===== src/rtl/axi_lite_regbank_if.sv =====
// axi_lite_regbank_if
//   AXI4-Lite bus bundle shared by the register bank (slave) and whatever
//   drives it (master). The five channels are grouped here so that the top
//   level only carries clock, reset and the fabric-side vectors.
//
//   Parameters:
//     ADDR_W  significant address bits
//     DATA_W  data width (32 or 64)
//
//   Signals:
//     AW: awaddr, awprot, awvalid, awready
//     W : wdata, wstrb, wvalid, wready
//     B : bresp, bvalid, bready
//     AR: araddr, arprot, arvalid, arready
//     R : rdata, rresp, rvalid, rready
interface axi_lite_regbank_if #(
  parameter int ADDR_W = 16,
  parameter int DATA_W = 32
);

  logic [ADDR_W-1:0]     awaddr;
  logic [2:0]            awprot;
  logic                  awvalid;
  logic                  awready;

  logic [DATA_W-1:0]     wdata;
  logic [DATA_W/8-1:0]   wstrb;
  logic                  wvalid;
  logic                  wready;

  logic [1:0]            bresp;
  logic                  bvalid;
  logic                  bready;

  logic [ADDR_W-1:0]     araddr;
  logic [2:0]            arprot;
  logic                  arvalid;
  logic                  arready;

  logic [DATA_W-1:0]     rdata;
  logic [1:0]            rresp;
  logic                  rvalid;
  logic                  rready;

  modport slave (
    input  awaddr, awprot, awvalid,
    output awready,
    input  wdata, wstrb, wvalid,
    output wready,
    output bresp, bvalid,
    input  bready,
    input  araddr, arprot, arvalid,
    output arready,
    output rdata, rresp, rvalid,
    input  rready
  );

  modport master (
    output awaddr, awprot, awvalid,
    input  awready,
    output wdata, wstrb, wvalid,
    input  wready,
    input  bresp, bvalid,
    output bready,
    output araddr, arprot, arvalid,
    input  arready,
    input  rdata, rresp, rvalid,
    output rready
  );

endinterface


===== src/rtl/axi_lite_regbank.sv =====
// axi_lite_regbank
//   Parametrised AXI4-Lite slave register bank. NUM_REGS word-sized registers
//   sit at consecutive word offsets; each is either read/write (stored here)
//   or read-only (sourced from fabric through i_ro_regs). Per-register
//   one-cycle write/read strobes let downstream logic react to accesses.
//
//   Ports:
//     FCLK_CLK0    clock, all logic on the rising edge
//     RST          synchronous active-high reset
//     AXI          AXI4-Lite slave modport (AW/W/B/AR/R channels)
//     o_regs       RW register contents, reg i at [i*DATA_W +: DATA_W],
//                  RO slots drive zero
//     i_ro_regs    RO register sources, same packing, RW slots ignored
//     o_wr_strobe  one-cycle pulse per successful write, one bit per register
//     o_rd_strobe  one-cycle pulse per successful read, one bit per register
module axi_lite_regbank #(
  parameter int                  DATA_W   = 32,
  parameter int                  ADDR_W   = 16,
  parameter int                  NUM_REGS = 8,
  parameter logic [NUM_REGS-1:0] RO_MASK  = '0
) (
  input  logic                         FCLK_CLK0,
  input  logic                         RST,
  axi_lite_regbank_if.slave            AXI,
  output logic [NUM_REGS*DATA_W-1:0]   o_regs,
  input  logic [NUM_REGS*DATA_W-1:0]   i_ro_regs,
  output logic [NUM_REGS-1:0]          o_wr_strobe,
  output logic [NUM_REGS-1:0]          o_rd_strobe
);

  localparam int STRB_W = DATA_W / 8;
  localparam int LSB    = $clog2(STRB_W);
  localparam int IDX_W  = ADDR_W - LSB;

  localparam logic [1:0] RESP_OKAY   = 2'b00;
  localparam logic [1:0] RESP_SLVERR = 2'b10;

  logic [DATA_W-1:0] regs [NUM_REGS];

  // Write-side holding state: address and data may arrive in either order,
  // so each is parked here until its partner shows up.
  logic              aw_held;
  logic              w_held;
  logic [IDX_W-1:0]  aw_idx_q;
  logic [DATA_W-1:0] w_data_q;
  logic [STRB_W-1:0] w_strb_q;
  logic              bvalid_q;
  logic [1:0]        bresp_q;

  logic              rvalid_q;
  logic [1:0]        rresp_q;
  logic [DATA_W-1:0] rdata_q;

  logic              aw_ready;
  logic              w_ready;
  logic              ar_ready;
  logic              aw_hs;
  logic              w_hs;
  logic              ar_hs;
  logic              commit;

  logic [IDX_W-1:0]  wr_idx;
  logic [DATA_W-1:0] wr_data;
  logic [STRB_W-1:0] wr_strb;
  logic [NUM_REGS-1:0] wr_sel;
  logic              wr_ok;

  logic [IDX_W-1:0]  rd_idx;
  logic [NUM_REGS-1:0] rd_sel;
  logic [DATA_W-1:0] rd_word;

  assign aw_ready = ~aw_held & ~bvalid_q;
  assign w_ready  = ~w_held & ~bvalid_q;
  assign ar_ready = ~rvalid_q;

  assign aw_hs = AXI.awvalid & aw_ready;
  assign w_hs  = AXI.wvalid & w_ready;
  assign ar_hs = AXI.arvalid & ar_ready;

  // A commit needs both halves, each either already held or handshaking now.
  assign commit = (aw_held | aw_hs) & (w_held | w_hs);

  assign wr_idx  = aw_held ? aw_idx_q : AXI.awaddr[ADDR_W-1:LSB];
  assign wr_data = w_held ? w_data_q : AXI.wdata;
  assign wr_strb = w_held ? w_strb_q : AXI.wstrb;
  assign rd_idx  = AXI.araddr[ADDR_W-1:LSB];

  assign AXI.awready = aw_ready;
  assign AXI.wready  = w_ready;
  assign AXI.bvalid  = bvalid_q;
  assign AXI.bresp   = bresp_q;
  assign AXI.arready = ar_ready;
  assign AXI.rvalid  = rvalid_q;
  assign AXI.rresp   = rresp_q;
  assign AXI.rdata   = rdata_q;

  // One-hot write target; stays zero for RO or out-of-range indices, so it
  // doubles as the error test and as the strobe pattern.
  always_comb begin
    wr_sel = '0;
    for (int i = 0; i < NUM_REGS; i++) begin
      if (32'(wr_idx) == i && !RO_MASK[i]) wr_sel[i] = 1'b1;
    end
  end

  assign wr_ok = |wr_sel;

  // One-hot read target plus the word it selects (RO slots read fabric).
  always_comb begin
    rd_sel  = '0;
    rd_word = '0;
    for (int i = 0; i < NUM_REGS; i++) begin
      if (32'(rd_idx) == i) begin
        rd_sel[i] = 1'b1;
        rd_word   = RO_MASK[i] ? i_ro_regs[i*DATA_W +: DATA_W] : regs[i];
      end
    end
  end

  // Register storage with byte-lane write enables.
  always_ff @(posedge FCLK_CLK0) begin
    if (RST) begin
      for (int i = 0; i < NUM_REGS; i++) regs[i] <= '0;
    end else if (commit) begin
      for (int i = 0; i < NUM_REGS; i++) begin
        if (wr_sel[i]) begin
          for (int b = 0; b < STRB_W; b++) begin
            if (wr_strb[b]) regs[i][b*8 +: 8] <= wr_data[b*8 +: 8];
          end
        end
      end
    end
  end

  // Write channel: park AW/W, commit when both present, then hold B until
  // the master takes it. Nothing new is accepted while B is pending.
  always_ff @(posedge FCLK_CLK0) begin
    if (RST) begin
      aw_held     <= 1'b0;
      w_held      <= 1'b0;
      aw_idx_q    <= '0;
      w_data_q    <= '0;
      w_strb_q    <= '0;
      bvalid_q    <= 1'b0;
      bresp_q     <= RESP_OKAY;
      o_wr_strobe <= '0;
    end else begin
      o_wr_strobe <= '0;
      if (bvalid_q && AXI.bready) bvalid_q <= 1'b0;
      if (commit) begin
        aw_held     <= 1'b0;
        w_held      <= 1'b0;
        bvalid_q    <= 1'b1;
        bresp_q     <= wr_ok ? RESP_OKAY : RESP_SLVERR;
        o_wr_strobe <= wr_sel;
      end else begin
        if (aw_hs) begin
          aw_held  <= 1'b1;
          aw_idx_q <= AXI.awaddr[ADDR_W-1:LSB];
        end
        if (w_hs) begin
          w_held   <= 1'b1;
          w_data_q <= AXI.wdata;
          w_strb_q <= AXI.wstrb;
        end
      end
    end
  end

  // Read channel: capture data on the AR handshake and hold it until taken.
  // Capturing from regs with a non-blocking read means a write committing
  // on the same edge is not yet visible, so the old value is returned.
  always_ff @(posedge FCLK_CLK0) begin
    if (RST) begin
      rvalid_q    <= 1'b0;
      rresp_q     <= RESP_OKAY;
      rdata_q     <= '0;
      o_rd_strobe <= '0;
    end else begin
      o_rd_strobe <= '0;
      if (rvalid_q && AXI.rready) rvalid_q <= 1'b0;
      if (ar_hs) begin
        rvalid_q    <= 1'b1;
        rdata_q     <= rd_word;
        rresp_q     <= (|rd_sel) ? RESP_OKAY : RESP_SLVERR;
        o_rd_strobe <= rd_sel;
      end
    end
  end

  // RW contents out; RO slots are owned by fabric and read back as zero here.
  always_comb begin
    o_regs = '0;
    for (int i = 0; i < NUM_REGS; i++) begin
      if (!RO_MASK[i]) o_regs[i*DATA_W +: DATA_W] = regs[i];
    end
  end

  // Protection bits, sub-word address bits and RW slots of i_ro_regs carry
  // no meaning for this bank.
  logic unused_bits;
  assign unused_bits = ^{AXI.awprot, AXI.arprot, AXI.awaddr[LSB-1:0],
                         AXI.araddr[LSB-1:0], i_ro_regs};

endmodule


===== src/flat_wrapper.sv =====
// flat-port wrapper written by rule: the top's interface ports become plain ports
module axi_lite_regbank_flat 
#(
  parameter int                  DATA_W   = 32,
  parameter int                  ADDR_W   = 16,
  parameter int                  NUM_REGS = 8,
  parameter logic [NUM_REGS-1:0] RO_MASK  = '0
)
  (FCLK_CLK0, RST, o_regs, i_ro_regs, o_wr_strobe, o_rd_strobe, AXI_awaddr, AXI_awprot, AXI_awvalid, AXI_awready, AXI_wdata, AXI_wstrb, AXI_wvalid, AXI_wready, AXI_bresp, AXI_bvalid, AXI_bready, AXI_araddr, AXI_arprot, AXI_arvalid, AXI_arready, AXI_rdata, AXI_rresp, AXI_rvalid, AXI_rready);
  axi_lite_regbank_if #(.ADDR_W(ADDR_W), .DATA_W(DATA_W)) AXI_i ();
  input  logic FCLK_CLK0;
  input  logic RST;
  output logic [NUM_REGS*DATA_W-1:0] o_regs;
  input  logic [NUM_REGS*DATA_W-1:0] i_ro_regs;
  output logic [NUM_REGS-1:0] o_wr_strobe;
  output logic [NUM_REGS-1:0] o_rd_strobe;
  input wire logic [$bits(AXI_i.awaddr)-1:0] AXI_awaddr;
  input wire logic [$bits(AXI_i.awprot)-1:0] AXI_awprot;
  input wire logic [$bits(AXI_i.awvalid)-1:0] AXI_awvalid;
  output wire logic [$bits(AXI_i.awready)-1:0] AXI_awready;
  input wire logic [$bits(AXI_i.wdata)-1:0] AXI_wdata;
  input wire logic [$bits(AXI_i.wstrb)-1:0] AXI_wstrb;
  input wire logic [$bits(AXI_i.wvalid)-1:0] AXI_wvalid;
  output wire logic [$bits(AXI_i.wready)-1:0] AXI_wready;
  output wire logic [$bits(AXI_i.bresp)-1:0] AXI_bresp;
  output wire logic [$bits(AXI_i.bvalid)-1:0] AXI_bvalid;
  input wire logic [$bits(AXI_i.bready)-1:0] AXI_bready;
  input wire logic [$bits(AXI_i.araddr)-1:0] AXI_araddr;
  input wire logic [$bits(AXI_i.arprot)-1:0] AXI_arprot;
  input wire logic [$bits(AXI_i.arvalid)-1:0] AXI_arvalid;
  output wire logic [$bits(AXI_i.arready)-1:0] AXI_arready;
  output wire logic [$bits(AXI_i.rdata)-1:0] AXI_rdata;
  output wire logic [$bits(AXI_i.rresp)-1:0] AXI_rresp;
  output wire logic [$bits(AXI_i.rvalid)-1:0] AXI_rvalid;
  input wire logic [$bits(AXI_i.rready)-1:0] AXI_rready;
  assign AXI_i.awaddr = AXI_awaddr;
  assign AXI_i.awprot = AXI_awprot;
  assign AXI_i.awvalid = AXI_awvalid;
  assign AXI_awready = AXI_i.awready;
  assign AXI_i.wdata = AXI_wdata;
  assign AXI_i.wstrb = AXI_wstrb;
  assign AXI_i.wvalid = AXI_wvalid;
  assign AXI_wready = AXI_i.wready;
  assign AXI_bresp = AXI_i.bresp;
  assign AXI_bvalid = AXI_i.bvalid;
  assign AXI_i.bready = AXI_bready;
  assign AXI_i.araddr = AXI_araddr;
  assign AXI_i.arprot = AXI_arprot;
  assign AXI_i.arvalid = AXI_arvalid;
  assign AXI_arready = AXI_i.arready;
  assign AXI_rdata = AXI_i.rdata;
  assign AXI_rresp = AXI_i.rresp;
  assign AXI_rvalid = AXI_i.rvalid;
  assign AXI_i.rready = AXI_rready;
  axi_lite_regbank #(.DATA_W(DATA_W), .ADDR_W(ADDR_W), .NUM_REGS(NUM_REGS), .RO_MASK(RO_MASK)) u_core (.FCLK_CLK0(FCLK_CLK0), .RST(RST), .AXI(AXI_i), .o_regs(o_regs), .i_ro_regs(i_ro_regs), .o_wr_strobe(o_wr_strobe), .o_rd_strobe(o_rd_strobe));
endmodule

===== config.mk =====
export PLATFORM = sky130hd
export DESIGN_NAME = axi_lite_regbank_flat
export DESIGN_NICKNAME = d
export VERILOG_FILES = /design/src/rtl/axi_lite_regbank_if.sv /design/src/rtl/axi_lite_regbank.sv /design/src/flat_wrapper.sv
export SDC_FILE = /design/constraint.sdc
export NUM_CORES = 1
export LEC_CHECK = 0
export BUFFER_PORTS_ARGS = -buffer_cell sky130_fd_sc_hd__buf_4
export CORE_AREA = 3 3 254 256
export CTS_BUF_LIST = sky130_fd_sc_hd__clkbuf_4 sky130_fd_sc_hd__clkbuf_8
export CTS_CLUSTER_SIZE = 16
export DETAILED_ROUTE_END_ITERATION = 8
export DIE_AREA = 0 0 257 259
export GPL_ROUTABILITY_DRIVEN = 0
export PLACE_DENSITY = 0.53
export SLEW_MARGIN = 10
export SYNTH_ARGS = -nofsm -noshare
export SYNTH_HDL_FRONTEND = slang
export SYNTH_SLANG_ARGS = --single-unit

===== constraint.sdc =====
create_clock -name FCLK_CLK0 -period 2.4 [get_ports FCLK_CLK0]
set_clock_uncertainty 0.1 [all_clocks]
set_input_delay 0.12 -clock FCLK_CLK0 [delete_from_list [all_inputs] [get_ports FCLK_CLK0]]
set_output_delay 0.12 -clock FCLK_CLK0 [all_outputs]
set_load 0.03 [all_outputs]

Word level (Yosys, flattened, before mapping) --
Memory sizes are Yosys's and may differ from the RTL's. Cells that the tools add are included.
Storage, ports and cells: register bits 106, memory bits (writable) 256, bits of input ports 337, memories kept 1
Operators by class: equal/unequal tests 14, muxes and demuxes 199, bitwise logic cells 46, reduce and logical (&&, ||, !) cells 13
Memory list:
- u_core.regs | depth 8, bits a word 32, rd ports 8, clocked after memory_dff 0, wr ports 8, RTL line axi_lite_regbank.sv:38 | logic [DATA_W-1:0] regs [NUM_REGS];
Operators by type and width (count):
- 32-bit 2-to-1 mux | 9
- 8-bit 2-to-1 mux | 32
- 1-bit 2-to-1 mux | 154
- 14-bit by 3-bit equality test with 1-bit output (second input constant) | 8
- 14-bit by 2-bit equality test with 1-bit output (second input constant) | 4
- 1-bit bitwise OR | 34
- 14-bit by 1-bit equality test with 1-bit output (second input constant) | 2
- 14-bit logical NOT | 2
- 8-bit OR reduction | 2
- 14-bit 2-to-1 mux | 1
- 1-bit bitwise AND | 6
- 1-bit NOT | 6
- 2-bit OR reduction | 3
- 2-bit 2-to-1 mux | 2
- 4-bit 2-to-1 mux | 1
- 2-bit AND reduction | 2
- 2-bit nonzero test | 2
- 1-bit logical AND | 2

Logic depth before layout (Yosys ltp) --
depth after elaboration 9, depth in mapped cells 8, mapped depth without buffers 5

Least setup slack after synthesis --
OpenSTA, ideal clock, no wires.
path type register to register, start register u_core.aw_held, end memory u_core.regs[2][24], in the netlist u_core.regs[0][88] (enable), arrival time 1.730 ns, required time 1.971 ns, slack 0.241 ns, stages on the path, launching flop included 8, buffers on the path 2, path through dfxtp_1 -> buf_2 -> nor4b_1 -> nand2_1 -> a211oi_1 -> buf_2 -> nand2_1 -> nand2_1
RTL lines:
- start, declared | RTL line axi_lite_regbank.sv:42 | logic aw_held;
- start signal, assigned | RTL line axi_lite_regbank.sv:139 | aw_held <= 1'b0;
- start signal, assigned | RTL line axi_lite_regbank.sv:151 | aw_held <= 1'b0;
- start signal, assigned | RTL line axi_lite_regbank.sv:158 | aw_held <= 1'b1;
- end, declared | RTL line axi_lite_regbank.sv:38

Final worst setup path --
start input port AXI_araddr[11], end register u_core.o_rd_strobe[0]
Between the ends: word-level cells in the longest chain between the ends 2
RTL lines:
- start, declared | RTL line flat_wrapper.sv:28 | input wire logic [$bits(AXI_i.araddr)-1:0] AXI_araddr;
- 14-bit logical NOT | RTL line axi_lite_regbank.sv:113 | if (32'(rd_idx) == i) begin
- 1-bit 2-to-1 mux | RTL line axi_lite_regbank.sv:113
- end signal, assigned | RTL line axi_lite_regbank.sv:186 | o_rd_strobe <= rd_sel;
- end, declared | RTL line axi_lite_regbank.sv:28 | output logic [NUM_REGS-1:0] o_rd_strobe
Every way passes these cells. A chain may end at the register's enable or synchronous reset.

==> impl_metrics.json <==
{
  "status": "finished, final reports clean",
  "layout_commonest_cell": "buf_4",
  "crit_arrival_ps": 2820,
  "cp.required_ps": 2870,
  "async_reset_ff_share_pct": 0,
  "hpwl_um": 53100,
  "core_region_area_sq_um": 62700,
  "clk_path_buf_depth": 3,
  "slew_viol_final": 0,
  "numPortBuffers": 381,
  "dr.pass1.iters": 6,
  "ir_drop_v": 0.000439,
  "drv_cap": 0,
  "synth-main-ff-cell": "edfxtp_1",
  "drc_errors": 0,
  "cts_sinks": 360,
  "drive_gt1_share_pct": 33.6,
  "min_period_ps": 2350,
  "row_count": 92,
  "fill_cells": 6272,
  "io_pins": 650,
  "syn_area_per_cell_sq_um": 11.0,
  "cts_tree": "done",
  "vias": 14000,
  "ant_nets": 0,
  "finalSetupTns_ps": 0,
  "via_per_inst": 4.82,
  "grt_usage_pct": 20.2,
  "slew_headroom_pct": 32.9,
  "grt_max_degree": 53,
  "clk_pin_slew_worst_paths_ps": 50,
  "ys_seq_area_share_pct": 63.9,
  "antenna_found_initial": 4,
  "grt_pass1_wl_um": 98200,
  "met3_usage_pct": 6.21,
  "clkLatencyLatePin_ps": 640,
  "grt-busiest-layer": "met2",
  "fin_crit_sh_pct": 98.0,
  "p_per_area_nw_per_um2": 691,
  "tightest_slew_ps": 1000,
  "ys_ff_latch": 360,
  "initial_core_util_pct": 24.4,
  "wl_per_cell_um": 23.7,
  "worst-setup-path-type": "in -> reg",
  "fp.dieH_um": 259,
  "die_area_sq_um": 66600,
  "crit_fanout": 4,
  "utilization_pct": 36.7,
  "synth-edff-count": 256,
  "met1_usage_pct": 28.5,
  "final_area_sq_um": 23000,
  "hold_path_class": "in -> reg",
  "first_iter_violations": 1383,
  "syn_to_final_growth_pct": 50.4,
  "cts_root_buffer": "clkbuf_8",
  "rsz0062_at_grt": "no",
  "hold_viol": 0,
  "grtUsageMet2_pct": 30.1,
  "die_w_um": 257,
  "setup_violations": 0,
  "final_cell_mix": "479 x buf_4, 256 x edfxtp_1, 225 x nor2_1",
  "fmax_mhz": 425,
  "netlist_area_sq_um": 15300,
  "routed_wl_um": 69100,
  "power_leakage_nw": 9.31,
  "endpoint_kind": "flip-flop",
  "overflow": 0,
  "synthCells": 1389,
  "yosys_warnings": 0,
  "fin_nets": 2342,
  "numCtsBuffers": 69,
  "start_kind": "primary input",
  "yosysUniqueCellTypes": 44,
  "placed_cell_area_sq_um": 20200,
  "grt_pass1_vias": 14000,
  "cts_max_level": 3
}
-- critical path, stage by stage --
cell and delay, ps:
buf_4 110, or4_1 620, nor3_2 280, dlygate4sd3_1 670, nand3_1 180, nor4_1 260
dlygate4sd3_1 570
-- path summary, 6_finish.rpt --
| kind | start | endpoint | slack (ps) | cells after the start |
|---|---|---|---|---|
| worst max-delay path | AXI_araddr[11] | u_core.o_rd_strobe[0] | 50 | 7 |
| worst min-delay path | AXI_araddr[3] | u_core.o_rd_strobe[3] | 110 | 4 |
| worst max register to register | u_core.aw_held | u_core.regs[0][57] | 80 | 7 |
| worst min register to register | u_core.AXI.rdata[1] | u_core.AXI.rdata[1] | 350 | 2 |
-- through the flow --
step | setup WS (ps) | hold slack [ps] | cells | power, mW
floorplan | 241 | 120 | 1390 | 8.24
global placement | 131 | 215 | 2657 | 9.33
detailed placement | 71.5 | 219 | 2657 | 9.36
CTS | 34.2 | 27.2 | 2906 | 16.0
global route | 11.4 | 65.2 | 2912 | 16.5
finish | 48.8 | 108 | 2912 | 15.9
-- kinds of logic after synthesis --
| group | share of synthesized area, % |
|---|---|
| multiplexers | 4.18 |
| buffers and inverters | 3.56 |
| other | 0.0245 |
| flip-flops | 63.9 |
| AND/OR/NAND/NOR | 14.4 |
| AO/OA/AOI/OAI | 13.9 |
-- layer usage --
| layer | routed length [um] | vias to the layer above |
|---|---|---|
| li1 | - | 6282 |
| met1 | 31500 | 6885 |
| met2 | 29400 | 756 |
| met3 | 6750 | 111 |
| met4 | 1480 | 0 |
| met5 | 0 | - |
-- sequential cells by signal (all words and copies together), names as in the netlist, 4 cells and up --
signal,count
u_core.o_wr_strobe,8
u_core.o_rd_strobe,8
u_core.aw_idx_q,14
u_core.regs,256
u_core.w_strb_q,4
u_core.w_data_q,32
u_core.AXI.rdata,32
-- repair_timing --
action / in CTS / in global routing
endpoints found under the hold margin: 133 / 0
buffers inserted: 0 / 2
gates resized for setup: 0 / 11
setup endpoints to repair: 0 / 201
hold buffers: 121 / 0
-- cell usage after synthesis, types with 2 or more instances --
library cell,count,area (sq um)
buf_2,21,105
a21o_1,27,203
or4_1,2,15.0
o21ai_0,45,225
nor3_1,10,50.1
clkbuf_1,56,210
a22oi_1,36,270
nor4_1,6,37.5
nor2_1,227,852
nor2b_1,33,206
o32ai_1,27,236
nand3b_1,4,30.0
o211a_1,4,40.0
edfxtp_1,256,7690
buf_6,3,33.8
o221ai_1,4,35.0
and2_1,4,25.0
a222oi_1,27,270
buf_4,4,30.0
inv_1,37,139
mux2_2,39,439
buf_1,7,26.3
nand4_1,6,37.5
dfxtp_1,104,2080
and3_1,8,50.1
a211oi_1,38,285
a21oi_1,83,415
nand3_1,6,30.0
nand2_1,211,792
o21ai_1,20,100
nand2b_1,2,12.5
mux2i_1,20,200
-- final cells by class --
cell class                 count  area, sq um  share of cell area (%)
sequential                   360         9770                    42.5
multi-input combinational    902         5060                    22.0
clock buffer                 104         1240                    5.41
antenna                        4         10.0                  0.0435
clock inverter                24          219                   0.952
inverter                      37          139                   0.604
tap                          846         1060                    4.60
timing repair buffer         635         5490                    23.9
-- where the power goes --
group | internal [mW] | switching, mW | total [mW] | leakage [nW]
combinational | 0.869 | 1.42 | 2.29 | 5.05
sequential | 6.92 | 0.212 | 7.13 | 3.48
clock | 3.75 | 2.72 | 6.47 | 0.771
(Power assumes the default switching activity.)
